==> config.mk <==
export PLATFORM = sky130hd
export DESIGN_NAME = sub_serial_n
export DESIGN_NICKNAME = d
export VERILOG_FILES = /design/src/rtl/sub_serial_n.sv
export SDC_FILE = /design/constraint.sdc
export NUM_CORES = 1
export LEC_CHECK = 0
export ABC_AREA = 1
export CAP_MARGIN = 20
export CORE_MARGIN = 3
export CORE_UTILIZATION = 52
export DETAILED_ROUTE_END_ITERATION = 10
export GPL_TIMING_DRIVEN = 0
export PLACE_DENSITY_LB_ADDON = 0.12
export SLEW_MARGIN = 20
export SYNTH_ARGS = -nofsm -noshare
export SYNTH_HDL_FRONTEND = slang
export SYNTH_SLANG_ARGS = --single-unit
==> constraint.sdc <==
create_clock -name clk_i -period 1.89 [get_ports clk_i]
set_input_delay 0.567 -clock clk_i [delete_from_list [all_inputs] [get_ports clk_i]]
set_output_delay 0.567 -clock clk_i [all_outputs]
set_load 0.005 [all_outputs]
==> src/rtl/sub_serial_n.sv <==
// Bit-serial n-bit subtractor.
// One bit per clock, LSB first. Operands are latched on the start edge.
// The result, unsigned borrow and signed overflow are registered on the
// edge that processes the MSB and stay put until the next result lands.
//
// state | meaning
// ------+------------------------------------------------------------
// IDLE  | waiting for start_i; operands latched on the accepting edge
// RUN   | one operand bit per edge, bit n-1 processed on the last RUN edge
// DONE  | result registered, done_o high for this one cycle

module sub_serial_n #(
   parameter int n = 8
) (
   input  logic         clk_i,
   input  logic         rst_ni,
   input  logic         start_i,
   input  logic [n-1:0] data0_i,
   input  logic [n-1:0] data1_i,
   output logic         busy_o,
   output logic         done_o,
   output logic [n-1:0] diff_o,
   output logic         borrow_o,
   output logic         over_o
);

   localparam int CW = $clog2(n) + 1;

   typedef enum logic [1:0] {
      IDLE = 2'd0,
      RUN  = 2'd1,
      DONE = 2'd2
   } state_t;

   state_t         state;
   state_t         state_nxt;

   // Operand registers rotate rather than shift, so on the last RUN edge
   // bit 0 holds the original MSB needed for the overflow term.
   logic [n-1:0]   a_sr;
   logic [n-1:0]   b_sr;
   // Partial result: the upper n-1 bits gathered so far, MSB side first.
   logic [n-2:0]   res_sr;
   logic [n-1:0]   res_cat;
   logic           bw;
   logic [CW-1:0]  cnt;

   logic           a_bit;
   logic           b_bit;
   logic           d_bit;
   logic           bw_nxt;
   logic           last_bit;

   assign a_bit    = a_sr[0];
   assign b_bit    = b_sr[0];
   assign d_bit    = a_bit ^ b_bit ^ bw;
   assign bw_nxt   = (~a_bit & b_bit) | (~(a_bit ^ b_bit) & bw);
   assign last_bit = (cnt == CW'(n - 1));
   assign res_cat  = {d_bit, res_sr};

   assign busy_o   = (state != IDLE);
   assign done_o   = (state == DONE);

   // State register.
   always_ff @(posedge clk_i or negedge rst_ni) begin
      if (!rst_ni) begin
         state <= IDLE;
      end else begin
         state <= state_nxt;
      end
   end

   // Next-state logic; start_i only matters in IDLE.
   always_comb begin
      state_nxt = state;
      case (state)
         IDLE: if (start_i)  state_nxt = RUN;
         RUN:  if (last_bit) state_nxt = DONE;
         DONE: state_nxt = IDLE;
         default: state_nxt = IDLE;
      endcase
   end

   // Serial datapath and registered result.
   always_ff @(posedge clk_i or negedge rst_ni) begin
      if (!rst_ni) begin
         a_sr     <= '0;
         b_sr     <= '0;
         res_sr   <= '0;
         bw       <= 1'b0;
         cnt      <= '0;
         diff_o   <= '0;
         borrow_o <= 1'b0;
         over_o   <= 1'b0;
      end else if (state == IDLE) begin
         if (start_i) begin
            a_sr <= data0_i;
            b_sr <= data1_i;
            bw   <= 1'b0;
            cnt  <= '0;
         end
      end else if (state == RUN) begin
         a_sr   <= {a_sr[0], a_sr[n-1:1]};
         b_sr   <= {b_sr[0], b_sr[n-1:1]};
         res_sr <= res_cat[n-1:1];
         bw     <= bw_nxt;
         if (last_bit) begin
            diff_o   <= res_cat;
            borrow_o <= bw_nxt;
            over_o   <= (a_bit ^ b_bit) & (a_bit ^ d_bit);
         end else begin
            cnt <= cnt + 1'b1;
         end
      end
   end

endmodule

# Word level (Yosys, flattened, before mapping)

Cells that the tools add are included.

Output and inout port bits: 12
Logic and storage cells: 50
Bits in registers: 40
Input bits: 19

$add $sub $neg: 1
Equal/unequal tests: 6
Bitwise logic cells: 10
Muxes and demuxes: 16
Reductions and logical operators: 8

Operators with widths:

| operator                                                                 | number |
|---|---|
| 8-bit two-way mux                                                        | 6 |
| 4-bit two-way mux                                                        | 4 |
| 2-bit AND reduction                                                      | 3 |
| 3-bit AND reduction                                                      | 2 |
| 4-bit by 1-bit adder with 4-bit output (second input constant)           | 1 |
| 4-bit by 3-bit == test with 1-bit output (second input constant)         | 1 |
| 2-bit two-way mux                                                        | 2 |
| 2-bit inequality test (second input constant)                            | 2 |
| 2-bit case mux with 2 select lines                                       | 1 |
| 2-bit nonzero test                                                       | 2 |
| 1-bit AND                                                                | 3 |
| 1-bit two-way mux                                                        | 3 |
| 1-bit inverter                                                           | 3 |
| 1-bit bitwise XOR                                                        | 3 |
| 2-bit by 1-bit == test with 1-bit output (second input constant)         | 1 |
| 2-bit == test (second input constant)                                    | 1 |
| 2-bit logical NOT                                                        | 1 |
| 2-bit by 1-bit inequality test with 1-bit output (second input constant) | 1 |
| 1-bit bitwise OR                                                         | 1 |

# Depth between registers and ports, before layout

Gate-level depths: netlist of run 1.

Word-level depth: 6
Gate-level depth with buffers: 8
Gate-level depth less buffers: 7

# Worst setup path before layout of run 1

No wires, ideal clock.

Path kind: register to output
Start: register state[0]
End: output busy_o
Setup slack: 0.529 ns
Data arrival time: 0.794 ns
Stages on the path, launching flop included: 4
Path buffers: 1
Required time: 1.323 ns
Path through: dfrtp_1 nor2_2 inv_2 buf_4

Word-level cells in the longest chain between the ends: 1

RTL lines:

| item                     | RTL line | RTL |
|---|---|---|
| start: declaration       | 35       | `state_t state;` |
| start signal: assignment | 69       | `state <= state_nxt;` |
| 2-bit nonzero test       | 61       | `assign busy_o = (state != IDLE);` |
| end: declaration         | 20       | `output logic busy_o,` |

No other way between the ends.

# Final worst setup path of run 1

Start: register state[0]
End: output done_o

Word-level cells in the longest chain between the ends: 1

RTL lines:

| item             | RTL line | RTL |
|---|---|---|
| 2-bit == test    | 62       | `assign done_o = (state == DONE);` |
| end: declaration | 21       | `output logic done_o,` |

No other way between the ends.

==> impl_metrics.env, run 1 <==
export IMPL_fin_crit_sh=0.967
export IMPL_period_minus_slack_ps=1830
export IMPL_grt_pass1_vias=1420
export IMPL_post_drt_wl_per_cell_microns=11.4
export IMPL_end_kind="output port"
export IMPL_fmax_ghz=0.547
export IMPL_h_tree_depth=2
export IMPL_syn_area_per_cell_sq_um=7.80
export IMPL_status="complete, no violations"
export IMPL_path_cells="buf_4 -> nor2_1 -> clkdlybuf4s15_1"
export IMPL_clk_pin_slew_ps=130
export IMPL_max_slew_margin=0.784
export IMPL_root_buffer="clkbuf_4"
export IMPL_p_clk_frac=0.131
export IMPL_clock_path_buffers=2
export IMPL_diodes=0
export IMPL_die_h_microns=65.4
export IMPL_p_sw_mw=1.41
export IMPL_synth_xor_area_frac=0
export IMPL_start_kind="flip-flop"
export IMPL_yosys_register_bits=40
export IMPL_cp_arrival_ps=1260
export IMPL_grt_ovfl_total=0
export IMPL_numPortBuffers=30
export IMPL_synth_top_family_by_area="simple AND/OR/NAND/NOR gates"
export IMPL_ant_nets=0
export IMPL_synth_fa_ha_area_frac=0.0246
export IMPL_yosysUniqueCellTypes=16
export IMPL_netSwitchingFraction=0.394
export IMPL_syn_num_nets=257
export IMPL_synth_compound_area_frac=0.0580
export IMPL_power_density_nw_per_um2=1530
export IMPL_vias=1555
export IMPL_drt_pass1_iterations=4
export IMPL_gp_congestion=0.805
export IMPL_seqPwrFrac=0.417
export IMPL_hold_ws_ps=58.1
export IMPL_critPathKind="flip-flop to output port"
export IMPL_synthMuxAreaShare=0
export IMPL_io_pins=31
export IMPL_synth_area_sq_um=1830
export IMPL_dieArea_sq_um=4270
export IMPL_cts_buffers=5
export IMPL_clock_skew_ps=19.1
export IMPL_clock_latency_ps=360
export IMPL_start_util=0.572
export IMPL_cp_max_fo=4
export IMPL_grt_use_total=0.195
export IMPL_worst_pin_slew_ps=323
export IMPL_fp_dieW_microns=65.4
export IMPL_slowest_delay_ps=450
export IMPL_hold_viol_final=0
export IMPL_timing_rr_start="state[0]$_DFFE_PN0P_"
export IMPL_coreArea_sq_um=3200
export IMPL_p_leak_nw=1.23
export IMPL_critPathBufInv=2
export IMPL_setup_worst_path_start="state[0]$_DFFE_PN0P_"
export IMPL_cell_internal_pwr_mw=2.17
export IMPL_yosys_area_share_simple=0.312
export IMPL_syn_to_final_growth_pct=27.2
export IMPL_post_route_util=0.728
export IMPL_drive_gt1_frac=0.114
export IMPL_slew_viol_final=0
export IMPL_cp_slowest_cell="dfrtp_2"
export IMPL_cts_num_sinks=40
export IMPL_cap_violations=0
export IMPL_synth_seq_area_share=0.546
export IMPL_irDropWorstVdd_mv=0.972
export IMPL_routed_wl_mm=3.71
export IMPL_yosysWarnings=0
export IMPL_synth_cells=235
export IMPL_cp_required_ps=1320
export IMPL_dpl_hpwl_mm=2.57
export IMPL_setup_viol=0
export IMPL_grt_max_degree=31
export IMPL_fin_nets=302
export IMPL_antenna_found_initial=0
export IMPL_grt_pass1_wl_mm=6.41
export IMPL_cts_tree="yes"
export IMPL_routed_via_density=4.78
export IMPL_num_rows=20
export IMPL_hold_class="input pin to asynchronous set/reset pin"
export IMPL_fin_tns_setup_ps=0
export IMPL_rsz0062_at_grt="false"
export IMPL_dr_first_iter_drc_count=66
export IMPL_pwr_share_comb=0.451
export IMPL_drc_errors=0
export IMPL_path_delay_family="flip-flops"
-- power groups by stage --
stage | clock network [mW] | registers, mW | logic, mW
final | 0.470 | 1.49 | 1.62
after global routing | 0.513 | 1.55 | 1.88
after CTS | 0.469 | 1.49 | 1.60
after detailed placement | 0 | 1.51 | 1.53
after global placement | 0 | 1.50 | 1.47
after floorplan | 0 | 1.48 | 0.990
-- cell usage after synthesis, drive strengths merged --
master	number	area share
nand2	133	0.27
dfrtp	40	0.55
o21ai	19	0.058
inv	17	0.035
buf	8	0.025
nor2	7	0.016
nand3	6	0.016
ha	2	0.014
fa	1	0.011
nand3b	1	0.0041
nand4	1	0.0034
-- worst paths after layout --
kind / slack [ps] / end / depth (start not counted)
setup / recovery: 60 / done_o / 3
hold / removal: 60 / cnt[2]$_DFFE_PN0P_ / 1
setup reg to reg: 350 / a_sr[7]$_DFFE_PN0P_ / 6
hold reg to reg: 490 / a_sr[1]$_DFFE_PN0P_ / 2
max in group asynchronous: 1370 / b_sr[7]$_DFFE_PN0P_ / 2
min in group clk_i: 490 / a_sr[1]$_DFFE_PN0P_ / 2
-- state kept, by name, summed over array words and instances (netlist names) --
name      count
res_sr        7
cnt           4
over_o        1
state         2
bw            1
a_sr          8
diff_o        8
borrow_o      1
b_sr          8
-- repair_timing --
item                                    CTS  global route
gates resized for setup                   8             4
buffers inserted                          4             3
endpoints found under the setup margin    2             2
pin swaps                                 1             1
hold buffers                              0             0
gates cloned                              0             0
-- through the flow --
stage | area, sq um | instances | setup WS (ps) | total power [mW]
floorplan | 1830 | 235 | 529 | 2.47
global placement | 2190 | 309 | -736 | 2.97
detailed placement | 2200 | 310 | -40.3 | 3.04
CTS | 2310 | 322 | 3.88 | 3.57
global route | 2330 | 325 | 0.511 | 3.94
finish | 2330 | 325 | 62.2 | 3.58
-- layout make-up --
cell class / instances / area [sq um]
timing repair buffer: 38 / 367
clock buffer: 7 / 55.1
buffer: 8 / 48.8
multi-input combinational: 170 / 728
inverter: 17 / 68.8
fill: 277 / 871
sequential: 40 / 1000
tap: 44 / 55.1
clock inverter: 1 / 7.51
-- cell usage in the layout, fill, tap and decap left out, drive strengths merged --
| cell | Yosys | final |
|---|---|---|
| nand3 | 6 | 6 |
| clkdlybuf4s15 | 0 | 1 |
| nand4 | 1 | 1 |
| nor2 | 7 | 7 |
| clkbuf | 0 | 8 |
| nand2 | 133 | 133 |
| clkdlybuf4s50 | 0 | 27 |
| inv | 17 | 17 |
| fa | 1 | 1 |
| ha | 2 | 2 |
| nand3b | 1 | 1 |
| dfrtp | 40 | 40 |
| clkinvlp | 0 | 1 |
| o21ai | 19 | 19 |
| buf | 8 | 17 |
-- per-layer routing --
metal,track usage,share of wire,routed length [microns],vias to the layer above
li1,-,-,-,805
met1,0.265,0.48,1800,716
met5,0,0,0,-
met2,0.307,0.47,1720,28
met4,0.0466,0.0092,34,0
met3,0.0598,0.041,151,6
-- cell families after synthesis --
| kind of cell | count (synthesis) |
|---|---|
| AOI/OAI and AO/OA | 19 |
| DFF | 40 |
| buffers and inverters | 25 |
| and+or+nand+nor | 148 |
| adders and majority gates | 3 |
(Power assumes the default switching activity.)
==> run 2, diff against run 1 <==
CORE_MARGIN = 2   (was 3)
==> run 2 against run 1 <==
Effect of this change: sequential power is essentially flat; critical endpoint is now busy_o; largest cell class unchanged; core utilization shrank 2.7 points; first-iteration DRC count rose by 9.1%; critical path type unchanged.
==> impl_metrics.env, run 2 (synthesized netlist as in run 1, its figures left out) <==
export IMPL_status="complete, no violations"
export IMPL_drive_gt1_frac=0.117
export IMPL_grt_ovfl_total=0
export IMPL_gp_congestion=0.793
export IMPL_antenna_found_initial=0
export IMPL_drt_pass1_iterations=6
export IMPL_fmax_ghz=0.545
export IMPL_slowest_delay_ps=460
export IMPL_numPortBuffers=30
export IMPL_cp_arrival_ps=1270
export IMPL_path_cells="buf_6 -> nor2_4 -> inv_4 -> buf_6"
export IMPL_cp_endpoint="busy_o"
export IMPL_post_drt_wl_per_cell_microns=11.3
export IMPL_pre_cts_slack_ps=-43.8
export IMPL_power_density_nw_per_um2=1570
export IMPL_period_minus_slack_ps=1830
export IMPL_clock_path_buffers=2
export IMPL_grt_use_total=0.198
export IMPL_dpl_hpwl_mm=2.50
export IMPL_cap_violations=0
export IMPL_routed_wl_mm=3.69
export IMPL_cts_num_sinks=40
export IMPL_io_pins=31
export IMPL_post_route_util=0.701
export IMPL_num_rows=21
export IMPL_grt_pass1_vias=1371
export IMPL_path_delay_family="flip-flops"
export IMPL_clock_latency_ps=360
export IMPL_cp_required_ps=1320
export IMPL_syn_to_final_growth_pct=28.6
export IMPL_cp_max_fo=3
export IMPL_hold_viol_final=0
export IMPL_setup_worst_path_start="state[1]$_DFFE_PN0P_"
export IMPL_fin_ws_ps=55.3
export IMPL_critPathBufInv=3
export IMPL_final_cell_mix="133 x nand2_1, 39 x dfrtp_1, 27 x clkdlybuf4s50_1, 13 x inv_1"
export IMPL_power_mw=3.70
export IMPL_holdBufCountCts=0
export IMPL_rsz0062_at_grt="false"
export IMPL_reg2regPathDepth=9
export IMPL_dr_first_iter_drc_count=72
export IMPL_max_slew_margin=0.789
export IMPL_worst_pin_slew_ps=315
export IMPL_setup_viol=0
export IMPL_fin_tns_setup_ps=0
export IMPL_fin_crit_sh=0.971
export IMPL_vias=1563
export IMPL_rr_endpoint="cnt[0]$_DFFE_PN0P_"
export IMPL_cp_common_cell="buf_6"
export IMPL_start_kind="flip-flop"
export IMPL_fp_dieW_microns=63.4
export IMPL_clock_skew_ps=16.5
export IMPL_cts_tree="yes"
export IMPL_grt_max_degree=31
export IMPL_h_tree_depth=2
export IMPL_root_buffer="clkbuf_4"
export IMPL_slew_viol_final=0
export IMPL_fin_nets=302
export IMPL_reg_top3="a_sr (8), b_sr (8), diff_o (8)"
export IMPL_irDropWorstVdd_mv=0.787
export IMPL_die_h_microns=63.4
export IMPL_drc_errors=0
export IMPL_timing_rr_start="state[1]$_DFFE_PN0P_"
export IMPL_layout_commonest_cell="nand2_1"
export IMPL_diodes=0
export IMPL_ant_nets=0
export IMPL_grt_pass1_wl_mm=6.09
export IMPL_end_kind="output port"
export IMPL_critPathKind="flip-flop to output port"
export IMPL_routed_via_density=4.78
export IMPL_start_util=0.545
export IMPL_coreArea_sq_um=3360
export IMPL_cp_slowest_cell="dfrtp_1"
export IMPL_cts_buffers=5
export IMPL_ff2ff_setup_slack_ps=370
export IMPL_p_leak_nw=1.25
export IMPL_cp_depth=4
export IMPL_clk_pin_slew_ps=130
export IMPL_dieArea_sq_um=4020
export IMPL_hold_class="input pin to asynchronous set/reset pin"
-- run 2: cell count changes in the layout (fill, tap and decap cells not counted), sizes merged --
cell / before / now
clkbuf: 8 / 5
buf: 17 / 18
bufinv: 0 / 1
clkdlybuf4s15: 1 / 0
clkinv: 0 / 1
dlygate4sd2: 0 / 1
-- run 2: what timing repair did --
| item | 4_1_cts | 5_1_grt |
|---|---|---|
| pin swaps | 1 | 1 |
| gates resized for setup | 11 | 3 |
| buffers inserted | 7 | 2 |
| endpoints found under the setup margin | 2 | 2 |
| endpoints found under the hold margin | 0 | 0 |
-- run 2: area by class of cell --
cell class              count  area, sq um
flip-flops and latches     40         1000
inverters                  17         68.8
fillers                   303         1010
clock buffers               5         37.5
plain buffers               7         37.5
multi-input cells         170          728
well taps                  46         57.6
clock inverters             3         42.5
repair buffers             39          383
-- run 2: worst min-delay path by stage --
stage / from / end / slack, ps / cells after the start
after floorplan: rst_ni / a_sr[0]$_DFFE_PN0P_ / 270 / 0
after global placement: b_sr[5]$_DFFE_PN0P_ / b_sr[5]$_DFFE_PN0P_ / 460 / 2
after detailed placement: rst_ni / res_sr[0]$_DFFE_PN0P_ / 460 / 1
after CTS: rst_ni / res_sr[0]$_DFFE_PN0P_ / 50 / 1
after global routing: rst_ni / res_sr[0]$_DFFE_PN0P_ / 60 / 1
final: rst_ni / res_sr[0]$_DFFE_PN0P_ / 50 / 1
-- run 2: power by group --
group	leakage (nW)	internal, mW	total (mW)	switching [mW]
Combinational	0.717	0.751	1.63	0.884
Clock	0.0412	0.276	0.568	0.293
Sequential	0.493	1.25	1.50	0.244
Total	1.25	2.28	3.70	1.42
-- run 2: stage by stage --
stage	hold slack, ps	cell area, sq um	std cells
floorplan	271	1830	235
global placement	461	2190	311
detailed placement	456	2210	312
CTS	53.7	2350	327
global route	56.7	2360	327
finish	53.2	2360	327
-- run 2: layer usage --
| layer | track usage | wire length [microns] | share of wire |
|---|---|---|---|
| met3 | 0.0554 | 130 | 0.035 |
| met4 | 0.0652 | 45 | 0.012 |
| met1 | 0.277 | 1790 | 0.49 |
| met5 | 0 | 0 | 0 |
| met2 | 0.299 | 1720 | 0.47 |
-- run 2: worst register-to-register path: cells and delay by family (launching register included) --
family / cells / cell delay (ps)
buf+inv: 4 / 510
flops: 1 / 460
simple gates: 5 / 480
==> run 3, diff against run 2 <==
TNS_END_PERCENT = 10   (was default)
==> run 3 against run 2 <==
Effect of this change: non-clock buffer count rose by 1; via count fell by 0.32%; critical path depth fell by 1; clock skew rose by 2.6 ps; hold slack got worse by 1.0 ps; first-iteration DRC count did not move; clock-buffer cell count did not move; global-route usage did not move; final area rose by 0.48%; critical endpoint is now done_o; largest cell class unchanged.
==> impl_metrics.env, run 3 (synthesized netlist as in run 1, its figures left out) <==
export IMPL_reg_top3="a_sr (8), b_sr (8), diff_o (8)"
export IMPL_hold_class="input pin to asynchronous set/reset pin"
export IMPL_holdBufCountCts=0
export IMPL_p_sw_mw=1.42
export IMPL_period_minus_slack_ps=1850
export IMPL_netSwitchingFraction=0.383
export IMPL_fin_area_sq_um=2370
export IMPL_cts_num_sinks=40
export IMPL_cp_max_fo=4
export IMPL_clk_pin_slew_ps=130
export IMPL_slowest_delay_ps=440
export IMPL_vias=1558
export IMPL_routed_wl_mm=3.70
export IMPL_drt_pass1_iterations=4
export IMPL_p_clk_frac=0.153
export IMPL_num_rows=21
export IMPL_post_drt_wl_per_cell_microns=11.3
export IMPL_drc_errors=0
export IMPL_diodes=0
export IMPL_antenna_found_initial=0
export IMPL_cts_buffers=5
export IMPL_clock_latency_ps=360
export IMPL_setup_viol=0
export IMPL_grt_pass1_wl_mm=6.09
export IMPL_grt_max_degree=31
export IMPL_irDropWorstVdd_mv=0.787
export IMPL_dr_first_iter_drc_count=72
export IMPL_path_cells="buf_4 -> nor2_1 -> dlygate4sd2_1"
export IMPL_max_slew_margin=0.791
export IMPL_seq_area_sq_um=1000
export IMPL_status="complete, no violations"
export IMPL_cap_violations=0
export IMPL_routed_via_density=4.75
export IMPL_fin_nets=303
export IMPL_hold_viol_final=0
export IMPL_p_leak_nw=1.26
export IMPL_start_util=0.545
export IMPL_cp_slowest_cell="dfrtp_2"
export IMPL_clock_path_buffers=2
export IMPL_grt_ovfl_total=0
export IMPL_gp_congestion=0.793
export IMPL_seqPwrFrac=0.404
export IMPL_coreArea_sq_um=3360
export IMPL_final_cell_mix="133 x nand2_1, 39 x dfrtp_1, 27 x clkdlybuf4s50_1, 13 x inv_1"
export IMPL_critPathKind="flip-flop to output port"
export IMPL_grt_use_total=0.198
export IMPL_fmax_ghz=0.541
export IMPL_die_h_microns=63.4
export IMPL_numPortBuffers=30
export IMPL_drive_gt1_frac=0.121
export IMPL_dieArea_sq_um=4020
export IMPL_grt_pass1_vias=1371
export IMPL_cell_internal_pwr_mw=2.28
export IMPL_multi_input_area_sq_um=728
export IMPL_end_kind="output port"
export IMPL_nFillCells=299
export IMPL_layout_commonest_cell="nand2_1"
export IMPL_h_tree_depth=2
export IMPL_post_route_util=0.704
export IMPL_ant_nets=0
export IMPL_dpl_hpwl_mm=2.50
export IMPL_cp_required_ps=1320
export IMPL_slew_viol_final=0
export IMPL_syn_to_final_growth_pct=29.2
export IMPL_worst_pin_slew_ps=313
export IMPL_root_buffer="clkbuf_4"
export IMPL_cts_tree="yes"
export IMPL_dpl_cell_area_sq_um=2210
export IMPL_pwr_share_comb=0.443
export IMPL_placed_cells=312
export IMPL_clock_skew_ps=19.1
export IMPL_fin_crit_sh=0.977
export IMPL_cp_arrival_ps=1280
export IMPL_start_kind="flip-flop"
export IMPL_io_pins=31
export IMPL_fp_dieW_microns=63.4
export IMPL_final_cells=328
export IMPL_power_density_nw_per_um2=1560
## run 3: cell count changes in the layout (fill, tap and decap cells not counted), sizes merged
cell  delta
buf      +1
## run 3: final timing paths
| check | from | end | slack (ps) | depth (start not counted) |
|---|---|---|---|---|
| hold reg to reg | b_sr[1]$_DFFE_PN0P_ | b_sr[1]$_DFFE_PN0P_ | 490 | 2 |
| setup / recovery | state[0]$_DFFE_PN0P_ | done_o | 40 | 3 |
| hold / removal | rst_ni | res_sr[0]$_DFFE_PN0P_ | 50 | 1 |
| min in group clk_i | b_sr[1]$_DFFE_PN0P_ | b_sr[1]$_DFFE_PN0P_ | 490 | 2 |
| setup reg to reg | state[0]$_DFFE_PN0P_ | a_sr[7]$_DFFE_PN0P_ | 410 | 6 |
| max in group asynchronous | rst_ni | a_sr[3]$_DFFE_PN0P_ | 1380 | 2 |
## run 3: worst max-delay path: cells and delay by family (launching register included)
kind / cells / cell delay [ps]
buf+inv: 2 / 390
flops: 1 / 440
simple gates: 1 / 90
## run 3: cell type report
cell class | instances | share of cell area
Clock inverter | 3 | 0.0180
Sequential cell | 40 | 0.423
Multi-Input combinational cell | 170 | 0.307
Inverter | 17 | 0.0291
Timing Repair Buffer | 40 | 0.166
Tap cell | 46 | 0.0243
Clock buffer | 5 | 0.0158
Buffer | 7 | 0.0158
## run 3: through the flow
| stage | setup TNS [ps] | hold slack [ps] | setup slack [ps] | power [mW] |
|---|---|---|---|---|
| finish | 0 | 52.2 | 43.2 | 3.70 |
| global route | -5.36 | 56.7 | -5.36 | 4.03 |
| CTS | 0 | 53.7 | 11.9 | 3.71 |
| detailed placement | -373 | 456 | -43.8 | 3.04 |
| global placement | -28570 | 461 | -712 | 2.98 |
| floorplan | 0 | 271 | 529 | 2.47 |
## run 3: repair_timing
action | 4_1_cts | 5_1_grt
resized for setup | 11 | 4
pin swaps | 1 | 1
buffers inserted | 7 | 2
setup endpoints to repair | 2 | 2
## run 3: power groups by stage
| stage | Sequential, mW | Combinational (mW) | Clock, mW |
|---|---|---|---|
| final | 1.49 | 1.64 | 0.568 |
| after global routing | 1.55 | 1.88 | 0.604 |
| after detailed placement | 1.52 | 1.52 | 0 |
| after CTS | 1.49 | 1.64 | 0.575 |
| after global placement | 1.51 | 1.47 | 0 |
| after floorplan | 1.48 | 0.990 | 0 |
## run 3: per-layer routing
metal | global-route usage | vias to the layer above | wire (microns)
met5 | 0 | - | 0
met4 | 0.0652 | 0 | 45
met3 | 0.0554 | 4 | 124
met2 | 0.299 | 20 | 1720
met1 | 0.277 | 723 | 1820
li1 | - | 811 | -
